**src/rtl/uart_pkg.sv**
```systemverilog
// uart_pkg: types and constants shared by the UART receive/transmit pair.
package uart_pkg;

    localparam int UART_DIV_W     = 13;
    localparam int UART_DATA_BITS = 8;

    localparam bit UART_PARITY_EVEN = 1'b0;
    localparam bit UART_PARITY_ODD  = 1'b1;

    typedef enum logic [2:0] {
        IDLE       = 3'd0,
        START      = 3'd1,
        DATA       = 3'd2,
        PARITY     = 3'd3,
        STOP       = 3'd4,
        BREAK_WAIT = 3'd5
    } uart_rx_state_e;

endpackage

```
**src/rtl/uart_sync.sv**
```systemverilog
// uart_sync: STAGES-deep bit synchroniser for asynchronous UART pins.
// Resets to 1 so an idle-high line never looks like a start or CTS edge.
module uart_sync #(
    parameter int STAGES = 2
) (
    input  logic clk,
    input  logic rst,
    input  logic d,
    output logic q
);

    logic [STAGES-1:0] sync_ff;

    always_ff @(posedge clk) begin
        if (rst) begin
            sync_ff <= '1;
        end else begin
            sync_ff[0] <= d;
            for (int i = 1; i < STAGES; i++) begin
                sync_ff[i] <= sync_ff[i-1];
            end
        end
    end

    assign q = sync_ff[STAGES-1];

endmodule

```
**src/rtl/uart_rx_core.sv**
```systemverilog
// uart_rx_core: oversampling UART receiver, LSB-first, optional parity,
// one stop bit. Delivers each word with a single-cycle rx_valid pulse.
//
// state      | meaning
// IDLE       | line idle, waiting for rx_s low
// START      | half-bit wait, confirm start bit still low
// DATA       | sample DATA_BITS data bits, one per div_eff clocks
// PARITY     | sample parity bit
// STOP       | sample stop bit, publish word on the following clock
// BREAK_WAIT | stop bit was low, wait for line to return high
module uart_rx_core
    import uart_pkg::*;
#(
    parameter int DATA_BITS   = UART_DATA_BITS,
    parameter int DIV_W       = UART_DIV_W,
    parameter int SYNC_STAGES = 2,
    parameter bit PARITY_ODD  = UART_PARITY_EVEN,
    parameter int MIN_DIV     = 4
) (
    input  logic                 clk,
    input  logic                 rst,
    input  logic                 rx,
    input  logic [DIV_W-1:0]     baud_rate,
    input  logic                 parity_en,
    output logic [DATA_BITS-1:0] rx_data,
    output logic                 rx_valid,
    output logic                 frame_error,
    output logic                 parity_error,
    output logic                 busy
);

    localparam int               CNT_W     = (DATA_BITS > 1) ? $clog2(DATA_BITS) : 1;
    localparam logic [DIV_W-1:0] MIN_DIV_V = DIV_W'(MIN_DIV);
    localparam logic [DIV_W-1:0] ONE_DIV   = DIV_W'(1);
    localparam logic [CNT_W-1:0] LAST_BIT  = CNT_W'(DATA_BITS - 1);
    localparam logic [CNT_W-1:0] ONE_CNT   = CNT_W'(1);

    uart_rx_state_e state_q, state_d;

    logic                 rx_s;
    logic [DIV_W-1:0]     div_eff;
    logic [DIV_W-1:0]     div_q;
    logic [DIV_W-1:0]     samp_cnt;
    logic                 samp_tc;
    logic                 par_en_q;
    logic                 par_bit;
    logic [CNT_W-1:0]     bit_cnt;
    logic                 last_bit;
    logic [DATA_BITS-1:0] shreg;

    uart_sync #(
        .STAGES (SYNC_STAGES)
    ) u_sync (
        .clk (clk),
        .rst (rst),
        .d   (rx),
        .q   (rx_s)
    );

    assign div_eff  = (baud_rate < MIN_DIV_V) ? MIN_DIV_V : baud_rate;
    assign samp_tc  = (samp_cnt <= ONE_DIV);
    assign last_bit = (bit_cnt == LAST_BIT);
    assign busy     = (state_q != IDLE);

    always_ff @(posedge clk) begin
        if (rst) begin
            state_q <= IDLE;
        end else begin
            state_q <= state_d;
        end
    end

    always_comb begin
        state_d = state_q;
        case (state_q)
            IDLE: begin
                if (!rx_s) state_d = START;
            end
            START: begin
                // A start bit that is high again at mid-bit was a glitch.
                if (samp_tc) state_d = rx_s ? IDLE : DATA;
            end
            DATA: begin
                if (samp_tc && last_bit) state_d = par_en_q ? PARITY : STOP;
            end
            PARITY: begin
                if (samp_tc) state_d = STOP;
            end
            STOP: begin
                if (samp_tc) state_d = rx_s ? IDLE : BREAK_WAIT;
            end
            BREAK_WAIT: begin
                if (rx_s) state_d = IDLE;
            end
            default: state_d = IDLE;
        endcase
    end

    always_ff @(posedge clk) begin
        if (rst) begin
            div_q        <= '0;
            par_en_q     <= 1'b0;
            samp_cnt     <= '0;
            bit_cnt      <= '0;
            shreg        <= '0;
            par_bit      <= 1'b0;
            rx_data      <= '0;
            rx_valid     <= 1'b0;
            frame_error  <= 1'b0;
            parity_error <= 1'b0;
        end else begin
            rx_valid <= 1'b0;

            case (state_q)
                IDLE: begin
                    if (!rx_s) begin
                        div_q    <= div_eff;
                        par_en_q <= parity_en;
                        bit_cnt  <= '0;
                        samp_cnt <= div_eff >> 1;
                    end
                end
                START, DATA, PARITY, STOP: begin
                    samp_cnt <= samp_tc ? div_q : samp_cnt - ONE_DIV;
                end
                default: ;
            endcase

            if (samp_tc) begin
                case (state_q)
                    DATA: begin
                        shreg[bit_cnt] <= rx_s;
                        bit_cnt        <= bit_cnt + ONE_CNT;
                    end
                    PARITY: begin
                        par_bit <= rx_s;
                    end
                    STOP: begin
                        // Word is delivered even when a flag is raised.
                        rx_valid     <= 1'b1;
                        rx_data      <= shreg;
                        frame_error  <= !rx_s;
                        parity_error <= par_en_q & (^shreg ^ par_bit ^ PARITY_ODD);
                    end
                    default: ;
                endcase
            end
        end
    end

endmodule

```
**config.mk**
```make
export PLATFORM = sky130hd
export DESIGN_NAME = uart_rx_core
export DESIGN_NICKNAME = d
export VERILOG_FILES = /design/src/rtl/uart_pkg.sv /design/src/rtl/uart_sync.sv /design/src/rtl/uart_rx_core.sv
export SDC_FILE = /design/constraint.sdc
export NUM_CORES = 1
export LEC_CHECK = 0
export CORE_UTILIZATION = 45
export DETAILED_ROUTE_END_ITERATION = 10
export PLACE_DENSITY = 0.67
export SYNTH_ARGS = -nofsm -noshare
export SYNTH_HDL_FRONTEND = slang
export SYNTH_SLANG_ARGS = --single-unit
```
**constraint.sdc**
```tcl
create_clock -name clk -period 2.76 [get_ports clk]
set_input_delay 0.552 -clock clk [delete_from_list [all_inputs] [get_ports clk]]
set_output_delay 0.552 -clock clk [all_outputs]
set_load 0.1 [all_outputs]
```
-- Yosys cells after proc, flatten, opt, wreduce, memory -nomap -nowiden
Cells that the tools add are included.
- reduce and logical (&&, ||, !) cells: 15
- add/sub/neg operators: 2
- eq/ne operators: 12
- $lt $le $gt $ge: 4
- multiplexer cells: 22
- bitwise gates (word level): 4
- operator list (kind ; number):
    13-bit two-way mux ; 3
    3-bit two-way mux ; 12
    13-bit one-hot mux with 2 select lines ; 1
    3-bit one-hot mux with 6 select lines ; 1
    13-bit by 1-bit less-or-equal comparator with 1-bit output (second input constant) ; 1
    13-bit by 3-bit < comparator with 1-bit output (second input constant) ; 1
    13-bit by 1-bit subtractor with 13-bit output (second input constant) ; 1
    2-bit inequality test (second input constant) ; 5
    2-bit AND reduction ; 5
    3-bit equality test (second input constant) ; 3
    8-bit bitwise mux ; 1
    8-bit XOR reduction ; 1
    3-bit by 2-bit equality test with 1-bit output (second input constant) ; 2
    6-bit AND reduction ; 1
    3-bit by 4-bit < comparator with 1-bit output (second input constant) ; 1
    4-bit OR reduction ; 1
    3-bit by 1-bit adder with 3-bit output (second input constant) ; 1
    1-bit demux with 3-bit select ; 1
    3-bit by 1-bit equality test with 1-bit output (second input constant) ; 1
    3-bit by 1-bit >= comparator with 1-bit output (second input constant) ; 1
    3-bit logical NOT ; 1
    3-bit nonzero test ; 1
    1-bit logical AND ; 2
    1-bit two-way mux ; 2
    other kinds (8) ; 9
- flip-flop bits (word level): 55
- word-level logic and storage cells: 71
- input bits: 17
- output and inout bits: 12

-- Logic depth before layout (Yosys ltp)
- depth in word-level cells: 5
- depth in mapped cells: 8
- mapped depth without buffers: 7

-- Modules after synthesis
A second synthesis with hierarchy kept.
- cell total of the unflattened synthesis: 337
- area total of the unflattened synthesis: 2716.4 um^2
- modules (own cells, without submodules) (module ; area an instance (um^2) ; sequential area each (um^2) ; instances ; cells each):
    uart_rx_core ; 2663.8 ; 1061.0 ; 1 ; 333
    uart_sync ; 52.6 ; 40.0 ; 1 ; 4

-- Worst setup path before layout
OpenSTA, ideal clock, no wires.
- path type: register to register
- start: register state_q[1]
- end: register samp_cnt[5]
- arrival time: 2345 ps
- stages on the path, launching flop included: 8
- library setup time: 86 ps
- required time: 2674 ps
- clock period less this slack: 2430 ps
- path slack: 330 ps
- path buffers: 3
- cell sequence: dfxtp_1 > clkbuf_1 > or3_1 > or2_2 > clkbuf_1 > clkbuf_1 > o22ai_1 > a211oi_1
- cells in the longest elaborated chain, start to end: 4
- elaborated cells on any way between the ends: 10
- those cells by class: eq/ne (5); mux (1); reduce/logical (4)
- ends and longest elaborated chain (what ; line ; RTL):
    from (decl) ; uart_rx_core.sv:38 ; uart_rx_state_e state_q, state_d;
    from (signal assigned) ; uart_rx_core.sv:69 ; state_q <= state_d;
    3-bit by 2-bit equality test with 1-bit output (tied with other cells) ; uart_rx_core.sv:114 ; case (state_q)
    4-bit OR reduction ; uart_rx_core.sv:114 ;
    2-bit nonzero test (no line) ; - ;
    2-bit AND reduction (no line) ; - ;
    to (signal assigned) ; uart_rx_core.sv:120 ; samp_cnt <= div_eff >> 1;
    to (signal assigned) ; uart_rx_core.sv:124 ; samp_cnt <= samp_tc ? div_q : samp_cnt - ONE_DIV;
    to (decl) ; uart_rx_core.sv:43 ; logic [DIV_W-1:0] samp_cnt;
Parallel ways exist; a longest one is shown, timed or not.
A chain may end at the register's enable or synchronous reset.

-- Worst setup path in the final report
- start: register samp_cnt[2]
- end: register parity_error
- cells in the longest elaborated chain, start to end: 2
- ends and longest elaborated chain (what ; line ; RTL):
    13-bit by 1-bit less-or-equal comparator with 1-bit output ; uart_rx_core.sv:61 ; assign samp_tc = (samp_cnt <= ONE_DIV);
    2-bit AND reduction (no line) ; - ;
    to (signal assigned) ; uart_rx_core.sv:143 ; parity_error <= par_en_q & (^shreg ^ par_bit ^ PARITY_ODD);
    to (decl) ; uart_rx_core.sv:28 ; output logic parity_error,
No other way between the ends.

==> impl_metrics.json <==
{
  "start_util": 0.4658,
  "ys.flop_type": "sky130_fd_sc_hd__dfxtp_1",
  "timing.final.hold_violations": 0,
  "antenna_found_initial": 0,
  "areaGrowthSynthToFinish_pct": 14.93,
  "tightest_slew_ns": 0.6648,
  "worst_slew_slack_as_a_fraction_of_its_limit": 0.5441,
  "place_congestion": 0.8278,
  "routed_wl_mm": 5.976,
  "layout_common_cells": "55 x sky130_fd_sc_hd__dfxtp_1, 51 x sky130_fd_sc_hd__nand2_1, 32 x sky130_fd_sc_hd__a21oi_1",
  "peakVddDrop_mv": 0.5465,
  "cpMaxStageDelayCell": "sky130_fd_sc_hd__or4_4",
  "viasPerCell": 5.429,
  "cp_top_family": "simple AND/OR/NAND/NOR gates",
  "end_kind": "flop",
  "die_w_um": 80.28,
  "rows": 28,
  "final_common_cell": "sky130_fd_sc_hd__dfxtp_1",
  "detail-route-antenna-nets": 0,
  "criticalPathCategory": "reg2reg",
  "critical_path.startpoint_type": "flop",
  "synthesis.area_per_instance_sq_um": 8.256,
  "cts_resized": 0,
  "final_net_count": 376,
  "power-per-cell-area_mw_per_mm2": 844.1,
  "power_switching_w": 0.001047,
  "global_route.overflow_total": 0,
  "critical-path-max-stage-delay_ns": 0.60,
  "synth.distinct_cells": 42,
  "grt_pass1_wl_mm": 10.29,
  "cp.arrival_ns": 2.52,
  "cts.repair_timing.setup_buffer_count": 0,
  "grt_setup_unrepaired": "false",
  "hold_path_startpoint": "u_sync.sync_ff[0]",
  "fillCellCount": 569,
  "globalRouteTotalUtil": 0.2048,
  "worst_clock_skew_ns": 0.007890,
  "critPathLaunch": "samp_cnt[2]",
  "syn-cell-area_sq_mm": 0.002758,
  "worst_hold_path.num_cells": 1,
  "detail_route.first_pass.iterations": 4,
  "postCtsHoldBufs": 0,
  "reg2reg_depth": 5,
  "tritoncts.num_buffers": 5,
  "final_layout_size_suffix_gt1_frac": 0.1152,
  "area_of_the_die_sq_mm": 0.006445,
  "result_of_the_run": "finished, final reports clean",
  "crit_buf_inv": 0,
  "cap_viol_max_count": 0,
  "clk_latency_ns": 0.31,
  "synth-async-reset-ratio": 0,
  "register_share_of_total_power": 0.379,
  "setup_tns_ns": 0,
  "clock-root-buffer": "sky130_fd_sc_hd__clkbuf_8",
  "critical_path.cell_chain": "or4_4 > nor4_1 > nand3_1 > or3b_1 > a21oi_1",
  "yosysSeqAreaShare": 0.3993,
  "ff2ff_setup_slack_ns": 0.48,
  "routed-via-count": 2340,
  "sw_frac_of_total": 0.3914,
  "drtIter0Drc": 116,
  "worst_setup_hold_path_clk_slew_ns": 0.10,
  "post-route-min-period_ns": 2.277,
  "final_max_slew_viol_count": 0,
  "dieHeight_um": 80.28,
  "crit_path_max_fanout": 7,
  "cell_internal_pwr_w": 0.001628,
  "via_count_of_the_first_global_routing_pass": 2192,
  "cts_sink_cnt": 55,
  "final.period_utilization": 0.8251,
  "core_sq_mm": 0.005921,
  "critical_path_required_ns": 3.00,
  "static-leakage-power_nw": 1.223,
  "reg2reg_from": "samp_cnt[2]",
  "synth.yosys.warnings": 0,
  "detailedPlacementHpwl_mm": 4.174,
  "power.total_w": 0.002675,
  "postLayoutCoreUtil": 0.5353,
  "post_synth_inst_count": 334,
  "worstHoldPathType": "reg2reg",
  "max_freq_ghz": 0.4391,
  "cp_num_cells": 5,
  "io_pins": 29,
  "share_comb_of_total_power": 0.415,
  "timing.final.setup_violations": 0,
  "grt_start_max_net_pins": 40,
  "cts_max_path_buffers": 2,
  "htree_num_levels": 2,
  "clock_power_share": 0.206,
  "synth_fp_nets": 355,
  "antennaDiodeCount": 0,
  "yosys_register_bits": 55,
  "synth_enable_flop_cells": 0,
  "drc_errors_left": 0,
  "placement.io_buffers": 28,
  "route.detailed.wl_per_inst_um": 13.87,
  "tritoncts_clock_tree": "built"
}
## sequential cells by signal (all words and copies together) (netlist names)
| name | count |
|---|---|
| bit_cnt | 3 |
| div_q | 13 |
| frame_error | 1 |
| par_bit | 1 |
| par_en_q | 1 |
| parity_error | 1 |
| rx_data | 8 |
| rx_valid | 1 |
| samp_cnt | 13 |
| shreg | 8 |
| state_q | 3 |
| u_sync.sync_ff | 2 |
## worst reg2reg max path, cell delays in order (launching register included)
cell,delay (ns)
sky130_fd_sc_hd__dfxtp_1,0.39
sky130_fd_sc_hd__or4_4,0.60
sky130_fd_sc_hd__nor4_1,0.47
sky130_fd_sc_hd__nand3_1,0.21
sky130_fd_sc_hd__or3b_1,0.41
sky130_fd_sc_hd__a21oi_1,0.15
## power by group through the flow
| stage | Clock [W] | Sequential [W] | Combinational, W |
|---|---|---|---|
| after floorplan | 0 | 0.000976 | 0.000914 |
| after global placement | 0 | 0.00103 | 0.00109 |
| after detailed placement | 0 | 0.00103 | 0.00109 |
| after CTS | 0.000567 | 0.00101 | 0.00110 |
| after global routing | 0.000593 | 0.00104 | 0.00123 |
| final | 0.000551 | 0.00101 | 0.00111 |
## per-layer routing
layer	global-route usage	vias to the layer above	part of all wire
met4	0.06429	0	0.011
met5	0	-	0
li1	-	1230	-
met1	0.2844	1061	0.51
met2	0.3231	44	0.44
met3	0.03295	5	0.039
## cell usage after synthesis, types with 3 or more instances
library cell | instances | share of area
sky130_fd_sc_hd__a2111oi_0 | 3 | 0.0095
sky130_fd_sc_hd__a211oi_1 | 9 | 0.024
sky130_fd_sc_hd__a21oi_1 | 32 | 0.058
sky130_fd_sc_hd__and2_1 | 3 | 0.0068
sky130_fd_sc_hd__buf_6 | 3 | 0.012
sky130_fd_sc_hd__clkbuf_1 | 18 | 0.024
sky130_fd_sc_hd__dfxtp_1 | 55 | 0.40
sky130_fd_sc_hd__ha_1 | 4 | 0.018
sky130_fd_sc_hd__inv_1 | 8 | 0.011
sky130_fd_sc_hd__mux2i_1 | 15 | 0.054
sky130_fd_sc_hd__nand2_1 | 51 | 0.069
sky130_fd_sc_hd__nand2b_1 | 4 | 0.0091
sky130_fd_sc_hd__nand3_1 | 9 | 0.016
sky130_fd_sc_hd__nand4_1 | 8 | 0.018
sky130_fd_sc_hd__nor2_1 | 26 | 0.035
sky130_fd_sc_hd__nor2b_1 | 3 | 0.0068
sky130_fd_sc_hd__nor3_1 | 8 | 0.015
sky130_fd_sc_hd__nor4_1 | 9 | 0.020
sky130_fd_sc_hd__o21ai_0 | 4 | 0.0073
sky130_fd_sc_hd__o22ai_1 | 11 | 0.025
sky130_fd_sc_hd__or2_2 | 5 | 0.011
sky130_fd_sc_hd__or3_1 | 4 | 0.0091
sky130_fd_sc_hd__xnor2_1 | 9 | 0.029
sky130_fd_sc_hd__xor2_1 | 8 | 0.025
## worst paths after layout
kind                                          end
worst max-delay path                 parity_error
worst min-delay path            u_sync.sync_ff[1]
worst max register to register       parity_error
worst min register to register  u_sync.sync_ff[1]
## cell type report
| type | count | area [sq um] | share of cell area |
|---|---|---|---|
| Inverter | 8 | 30.03 | 0.009475 |
| Multi-Input combinational cell | 248 | 1515 | 0.4781 |
| Timing Repair Buffer | 37 | 312.8 | 0.09870 |
| Tap cell | 75 | 93.84 | 0.02961 |
| Sequential cell | 55 | 1101 | 0.3474 |
| Clock buffer | 5 | 68.82 | 0.02171 |
| Clock inverter | 3 | 47.55 | 0.01500 |
## cells by family (layout without fill, tap and decap cells)
group                    after synthesis  after routing  synth area share
AO/OA/AOI/OAI                         70             70            0.1570
AND/OR/NAND/NOR                      141            141            0.2577
XOR/XNOR                              18             18           0.06216
adder cells (fa/ha/maj)                4              4           0.01815
flip-flops                            55             55            0.3993
buffers and inverters                 31             53           0.05127
multiplexers                          15             15           0.05445
## through the flow
step | setup WS, ns | hold WS [ns] | cells | cell area [sq um]
after floorplan | 0.3296 | 0.3895 | 334 | 2758
after global placement | 0.4746 | 0.3926 | 423 | 3053
after CTS | 0.4549 | 0.4245 | 431 | 3169
final | 0.4828 | 0.4254 | 431 | 3169
after global routing | 0.2862 | 0.4594 | 431 | 3169
after detailed placement | 0.4130 | 0.3983 | 423 | 3053
No activity file was read; power rests on OpenSTA's default activity.
==> patch (same settings) <==
`UART_DIV_W`: 13 -> 26.
--- a/src/rtl/uart_pkg.sv
+++ b/src/rtl/uart_pkg.sv
@@ -1,7 +1,7 @@
 // uart_pkg: types and constants shared by the UART receive/transmit pair.
 package uart_pkg;
 
-    localparam int UART_DIV_W     = 13;
+    localparam int UART_DIV_W     = 26;
     localparam int UART_DATA_BITS = 8;
 
     localparam bit UART_PARITY_EVEN = 1'b0;
Interface: changed (resized baud_rate); port bits go from 29 to 42. The function was not compared with the original's and may differ.
==> patch against the unedited design <==
- the flow now finishes with violations (DRC)
- design area rose by 56%
- routed wire length up 78%
- synthesized cell count increased by 59%
- highest routed layer unchanged
- count of clock-buffer cells in the layout grew 4
- sequential cell count increased by 26
- largest power group is now registers
- critical endpoint is now bit_cnt[0]
- worst setup slack lost 0.28 ns
- synthesized area up 51%
- core utilization up 2.5 points
- total power increased by 14%
- non-clock buffer count grew 27
- combinational power is 45% lower
==> patch: results (changes against the unedited design) <==
Run status - finished, violations left
Violated checks - DRC
WL met1 - 5105 µm (+67%)
Clock Pin Slew Worst Setup and Hold Paths - 0.08 ns (-0.02 ns)
Routed length on met3 - 468 µm (+100%)
Largest net degree at the start of global routing - 39 (-2.5%)
R2R Setup Slk - 0.20 ns (-0.28 ns)
Port Buffers - 41 (+46%)
Largest cells by area after synthesis - dfxtp_1, nand2_1, a21oi_1
DP Area - 0.004693 mm² (+54%)
Wire per inst - 15.67 µm (+13%)
Cts bufs inserted - 9 (+4)
DR pass1 iterations - 8 (+4)
Overall routing resource usage - 0.2269 (+0.02210)
Vias - 3,931 (+68%)
Post-route insts no fill - 678 (+57%)
Layout cells sized above 1 - 0.1140 (-0.001133)
M1 GR Usage - 0.3163 (+0.03191)
Yosys cell types - 46 (+9.5%)
Critical path peak fanout - 12 (+5)
Layout Nets - 599 (+59%)
Worst IR Drop VDD - 0.3035 mV (-44%)
#FFs+latches synth - 81 (+47%)
Post-synthesis sequential area ratio - 0.3900 (-0.009265)
# fillers - 868 (+53%)
DP Worst Slack - 0.2431 ns (-0.1699 ns)
H-tree lvl count - 3 (+1)
Net Count, Synth - 564 (+59%)
Commonest cells in the netlist - nand2_1, dfxtp_1, nor2_1
Worst Clk Skew - 0.01089 ns (+0.003004 ns)
Met3 Use GR - 0.02935 (-0.003606)
Global Route met2 Usage - 0.3581 (+0.03499)
Slowest stage delay, CP - 0.66 ns (+0.06 ns)
Worst-Skew Late Latency - 0.35 ns (+0.04 ns)
DP Cell Count - 662 (+57%)
Initial DRC count - 203 (+75%)
Dpl hpwl - 7493 µm (+80%)
Reg2reg end - bit_cnt[0]
Placer Congestion - 0.8360 (+0.99%)
Actual slew at the worst max-slew pin - 0.7393 ns (+0.07453 ns)
Worst path arrival time - 2.84 ns (+0.32 ns)
Regs by FF count - div_q x26, samp_cnt x26
P_leak - 1.823 nW (+49%)
WL met2 - 4869 µm (+87%)
Syn avg cell area - 7.845 µm² (-5.0%)
Hold_ws - 0.4308 ns (+0.005355 ns)
Reg2Reg Launch Point - samp_cnt[14]
Vias in the first global route - 3,571 (+63%)
Remaining DRCs - 5 (+5)
[patch: changes by cell type after synthesis, sizes merged, moves of 8 or more]
cell and change:
nand2 +65, nor2 +32, dfxtp +26, clkbuf +14
a311oi +13, a21oi +11, o211ai +11, xnor2 +8
[patch: worst max-delay path by stage]
stage / slack (ns) / start / to
after global routing: 0.09 / samp_cnt[14] / bit_cnt[2]
after global placement: 0.30 / samp_cnt[14] / bit_cnt[0]
after detailed placement: 0.24 / samp_cnt[14] / bit_cnt[0]
final: 0.20 / samp_cnt[14] / bit_cnt[0]
after floorplan: 0.43 / state_q[1] / div_q[4]
after CTS: 0.22 / samp_cnt[14] / bit_cnt[0]
[patch: critical path, delay by kind of cell (launching register included)]
kind,cells,cell delay (ns)
DFF,1,0.37
and+or+nand+nor,4,1.97
AOI/OAI and AO/OA,1,0.16
[patch: layout make-up]
class / count / area, µm² / share of cell area
Clock buffer: 9 / 123.9 / 0.02497
Clock inverter: 7 / 142.6 / 0.02876
Inverter: 4 / 15.01 / 0.003027
Multi-Input combinational cell: 405 / 2361 / 0.4760
Sequential cell: 81 / 1622 / 0.3269
Tap cell: 108 / 135.1 / 0.02725
Timing Repair Buffer: 64 / 560.5 / 0.1130
[patch: cells by family (layout without fill, tap and decap cells)]
group                      after synthesis  count (layout)  synth area share
and+or+nand+nor                        250             250            0.2886
xor gates and xnor gates                27              27           0.05687
buffers and inverters                   44              84           0.04363
DFF                                     81              81            0.3900
muxes                                   11              11           0.02648
AOI/OAI and AO/OA                      113             113            0.1824
adders and majority gates                4               4           0.01204
[patch: report_power, final]
group	internal, W	switching (W)	total (W)	leakage [nW]
logic	0.000270	0.000347	0.000616	1.03
clock network	0.000694	0.000460	0.00115	0.133
registers	0.00122	0.0000660	0.00128	0.659
